$ cat src/rtl/step_counter_16.sv
// Four-bit up/down step counter driven by a prescaled tick and a push-button.
// Define STEP_COUNTER_DEBOUNCE_EN to filter the key through a DEBOUNCE-cycle debouncer.
module step_counter_16 #(
    parameter int unsigned PRESCALE = 50000000,
    parameter int unsigned DEBOUNCE = 1000000
) (
    input  logic       clk,
    input  logic       rst_n,
    input  logic       en,
    input  logic       up,
    input  logic       key_n,
    input  logic       load,
    input  logic [3:0] din,
    output logic [3:0] x,
    output logic       tick_o,
    output logic       wrap
);

    localparam logic [25:0] PRE_MAX = 26'(PRESCALE - 1);

    if (PRESCALE < 2 || DEBOUNCE < 1) begin : g_illegal_params
        $error("step_counter_16: PRESCALE must be >= 2 and DEBOUNCE >= 1");
    end

    logic       sync1, sync2;
    logic [1:0] fill_q;
    logic       key_lvl;
    logic       key_prev_q;
    logic       armed_q;
    logic       press;
    logic [25:0] pre_q;
    logic       step;
    logic [3:0] x_d;
    logic       wrap_d;

    always_ff @(posedge clk) begin
        if (!rst_n) begin
            sync1 <= 1'b1;
            sync2 <= 1'b1;
        end else begin
            sync1 <= key_n;
            sync2 <= sync1;
        end
    end

    // Marks when sync2 holds a key sample taken after reset rather than its reset value.
    always_ff @(posedge clk) begin
        if (!rst_n) begin
            fill_q <= 2'b00;
        end else begin
            fill_q <= {fill_q[0], 1'b1};
        end
    end

`ifdef STEP_COUNTER_DEBOUNCE_EN
    localparam logic [19:0] DB_MAX = 20'(DEBOUNCE - 1);

    logic [19:0] db_cnt_q;
    logic        key_acc_q;

    always_ff @(posedge clk) begin
        if (!rst_n) begin
            db_cnt_q  <= '0;
            key_acc_q <= 1'b1;
        end else if (sync2 == key_acc_q) begin
            db_cnt_q <= '0;
        end else if (db_cnt_q == DB_MAX) begin
            db_cnt_q  <= '0;
            key_acc_q <= sync2;
        end else begin
            db_cnt_q <= db_cnt_q + 20'd1;
        end
    end

    assign key_lvl = key_acc_q;
`else
    assign key_lvl = sync2;
`endif

    always_ff @(posedge clk) begin
        if (!rst_n) begin
            key_prev_q <= 1'b1;
        end else begin
            key_prev_q <= key_lvl;
        end
    end

    // A key held through reset must be seen released before any press may step.
    always_ff @(posedge clk) begin
        if (!rst_n) begin
            armed_q <= 1'b0;
        end else if (fill_q[1] && sync2 && key_lvl) begin
            armed_q <= 1'b1;
        end
    end

    assign press = armed_q & key_prev_q & ~key_lvl;

    always_ff @(posedge clk) begin
        if (!rst_n) begin
            pre_q <= '0;
        end else if (!en || pre_q == PRE_MAX) begin
            pre_q <= '0;
        end else begin
            pre_q <= pre_q + 26'd1;
        end
    end

    assign tick_o = en & (pre_q == PRE_MAX);
    assign step   = press | tick_o;

    always_comb begin
        x_d    = x;
        wrap_d = 1'b0;
        if (load) begin
            x_d = din;
        end else if (step) begin
            x_d    = up ? x + 4'd1 : x - 4'd1;
            wrap_d = up ? (x == 4'd15) : (x == 4'd0);
        end
    end

    always_ff @(posedge clk) begin
        if (!rst_n) begin
            x    <= '0;
            wrap <= 1'b0;
        end else begin
            x    <= x_d;
            wrap <= wrap_d;
        end
    end

endmodule

$ cat config.mk
export PLATFORM = sky130hd
export DESIGN_NAME = step_counter_16
export DESIGN_NICKNAME = d
export VERILOG_FILES = /design/src/rtl/step_counter_16.sv
export SDC_FILE = /design/constraint.sdc
export NUM_CORES = 1
export LEC_CHECK = 0
export CORE_MARGIN = 2
export CORE_UTILIZATION = 45
export CTS_CLUSTER_DIAMETER = 120
export DETAILED_ROUTE_END_ITERATION = 6
export GPL_TIMING_DRIVEN = 0
export PLACE_DENSITY = 0.74
export SKIP_CTS_REPAIR_TIMING = 1
export SLEW_MARGIN = 20
export SYNTH_ARGS = -nofsm -noshare
export SYNTH_HDL_FRONTEND = slang
export SYNTH_SLANG_ARGS = --single-unit
$ cat constraint.sdc
create_clock -name clk -period 4.5 [get_ports clk]
set_clock_uncertainty 0.15 [all_clocks]
set_input_delay 0.45 -clock clk [delete_from_list [all_inputs] [get_ports clk]]
set_output_delay 0.45 -clock clk [all_outputs]
set_load 0.03 [all_outputs]
### Yosys cells after proc, flatten, opt, wreduce, memory -nomap -nowiden

Index checks and enable logic that the tools add are counted.

* add/subtract/negate cells: 3
* multipliers: 0
* div/mod/pow operators: 0
* magnitude comparators: 0
* equal/unequal tests: 2
* shift operators: 0
* multiplexer cells: 5
* bitwise logic cells: 7
* reductions and logical operators: 8

Operator list (count)
* 26-bit by 1-bit adder with 26-bit output, second input constant: 1
* 26-bit equality test, second input constant: 1
* 4-bit 2-to-1 mux: 3
* 4-bit by 1-bit adder with 4-bit output, second input constant: 1
* 4-bit equality test, second input constant: 1
* 4-bit logical NOT: 1
* 4-bit by 1-bit subtractor with 4-bit output, second input constant: 1
* 1-bit bitwise AND: 3
* 1-bit inverter: 3
* 3-bit OR reduction: 1
* 1-bit logical AND: 2
* 1-bit 2-to-1 mux: 2
* 2-bit nonzero test: 1
* 2-bit OR reduction: 1
* 1-bit logical NOT: 1
* 1-bit logical OR: 1
* 1-bit OR: 1

* register bits: 37
* bits in latches: 0
* RAM bits: 0
* bits in read-only memories: 0
* bits of input ports: 10
* output and inout port bits: 6
* logic and storage cells: 34
* memories kept: 0

### Logic depth before layout (Yosys ltp)

* word-level depth: 5
* mapped depth: 8

### Worst setup path before layout

No wires, ideal clock.

* path kind: register -> output
* start: reg pre_q[16]
* end: out tick_o
* arrival time: 2415 ps
* slack: 1485 ps
* stages on the path, launching flop included: 4
* buffers on the path: 0
* cell sequence: dfxtp_1 or4b_1 or4b_4 nor4_1

* word-level cells in the longest chain between the ends: 2

Ends and longest elaborated chain
* from (decl): RTL line 31 `logic [25:0] pre_q;`
* from (signal assigned): RTL line 105 `pre_q <= pre_q + 26'd1;`
* 26-bit equality test: RTL line 109 `assign tick_o = en & (pre_q == PRE_MAX);`
* 1-bit bitwise AND: RTL line 109
* to (decl): RTL line 15 `output logic tick_o,`

No other way between the ends.

### Worst setup path after layout

Same ends and word-level chain as after synthesis.

==> metrics <==
status completed; Final Util 0.5506; max-cap check violation count 0; worst-skew pair later-pin latency 290 ps; clock sinks 37; overall power 0.6185 mW; overall routing resource usage 0.1684; placed inst area 1929 um2; Via density 5.229; first-pass GRT wire length 5.423 mm; PnR worst setup slack 988.8 ps; input/output buffers 15; fin. max-slew vios 0; Yosys cell types 38; DRT Wirelength 3.226 mm; syn_area_per_cell slightly below 9 um2; power per cell area 306.8 nW/um2; DR WL/cell ~12 um; RSZ-0062 raised after global routing false; synthesized cell area 1719 um2; most frequent cells in the layout dfxtp_1, nor2_1, xnor2_1; Die W approximately 66 um; top cell type by total area after synthesis dfxtp_1; Design Area, Final 2016 um2; clock buffer count from CTS 5; top cells by area, synth dfxtp_1, xnor2_1, nor2_1, nand3_1, xor2_1; Critical Path Sink Type output pin; vias in the first global route 1234; worst rel slew slack 0.6887; Final #Nets 228; CTS tree yes; kind of critical path register to output pin; grt ovf 0; antenna violations before repair 0; leakage power just under 0.7 nW; Vert. Die Dim 65.81 um; Post-Place Worst Slack 1339 ps; CTS Root Cell clkbuf_8; setup TNS 0 ps; DIE AREA about 4300 um2; Worst Path Arrival a little under 3000 ps; synth warn 0; area share of the largest cell type after synthesis 0.4309; CP startpoint kind register; pin count of the biggest net entering global routing 11; Final Hold Viols 0; crit-path max FO 5; Worst VDD drop 0.1807 mV; Max Buffers Root-to-Sink 2; CTS H-Tree Depth 2; Via Count 1370; layout cells sized above 1 0.07009; Pre-Repair DR Iteration Count 4; minimum clock period 3511 ps; Initial Util 0.4696; synthesis-to-layout area growth 17.25%; Worst Tran Pin Value ~470 ps; Iter 0 DRT Violations 41; critical path required time between 3000 and 4000 ps; synthesized flop and latch total 37; fmax ~280 MHz; final setup fails 0; Seq/Total Area, Yosys 0.4309; antenna-violating nets left 0; worst hold path type register to register; most common cell after layout, fill and taps aside dfxtp_1; Post-Syn Nets 206; dpl hpwl 2.270 mm; gpl congestion between 0.7 and 0.8; Inserted Diodes 0; core area about 3700 um2; I/O pins 16; Final period util 0.7803; cells after synthesis 192; Post-route DRC 0; # rows 22; Worst-path clk slew 70 ps
cells by family (layout without fill, tap and decap cells):
kind of cell | count (synthesis) | count (layout) | synth area share
and+or+nand+nor | 97 | 97 | 0.2999
DFF | 37 | 37 | 0.4309
xor gates and xnor gates | 26 | 26 | 0.1325
AOI/OAI and AO/OA | 14 | 14 | 0.06405
buffers and inverters | 14 | 36 | 0.03930
adders and majority gates | 4 | 4 | 0.03348
final cells by class:
type | count | area, um2
tap | 48 | 60.06
sequential | 37 | 740.7
inverter | 7 | 26.28
timing repair buffer | 15 | 150.1
clock buffer | 7 | 86.33
buffer | 7 | 41.29
multi-input combinational | 141 | 910.9
fill | 344 | 1645
critical path, stage by stage (launching register included):
cell	delay (ps)
dfxtp_1	360
or4b_1	540
or4b_4	580
nor4_1	390
clkdlybuf4s50_1	740
state kept, by name, summed over array words and instances, names as in the netlist:
register    count
key_prev_q      1
key_lvl         1
pre_q          26
x               4
armed_q         1
fill_q          2
sync1           1
wrap            1
worst paths after layout:
kind / startpoint / to / slack (ps) / cells after the start
worst max-delay path: pre_q[16] / tick_o / 990 / 4
worst min-delay path: sync1 / key_lvl / 270 / 1
worst max register to register: pre_q[16] / pre_q[24] / 1780 / 6
worst min register to register: sync1 / key_lvl / 270 / 1
per-stage QoR:
| step | hold WS, ps | std cells |
|---|---|---|
| 2_1_floorplan | 236.3 | 192 |
| 3_3_place_gp | 240.4 | 255 |
| 3_5_place_dp | 256.5 | 255 |
| 4_1_cts | 279.6 | 262 |
| 5_1_grt | 283.4 | 262 |
| 6_report | 273.3 | 262 |
where the power goes:
part	leakage, nW	internal, mW	switching [mW]	total, mW
Clock	0.0443	0.121	0.111	0.232
Combinational	0.343	0.0233	0.0240	0.0473
Sequential	0.301	0.333	0.00567	0.339
Total	0.688	0.478	0.140	0.618
layer usage:
metal,up-vias,wire (um),track usage
met5,-,0,0
met4,0,102,0.1172
met3,9,117,0.04770
met2,25,1447,0.2487
met1,639,1559,0.2101
li1,697,-,-
cell usage after synthesis:
cell       n
xor2_1     6
a21oi_1    4
and2_1     2
a21o_1     1
or3b_2     1
fa_1       1
nor4_1     3
or4_1      1
a31o_2     1
clkbuf_1   4
and3_1     4
nand3_2    1
o31ai_1    1
inv_1      7
nor2_1    33
nor3_1     8
nand2b_1   5
nor3b_2    1
o21ai_0    2
buf_1      1
nor2b_1    2
and4_2     1
nor3b_1    1
nand3b_1   2
ha_1       3
o211ai_1   1
dfxtp_1   37
a211oi_1   2
a31oi_1    1
or4b_4     1
o41ai_4    1
or4b_1     1
buf_6      2
nand3_1   13
nand4_1    7
and4_1     2
xnor2_1   20
nand2_1    8
Note: power is estimated with default switching activity, not from simulation.
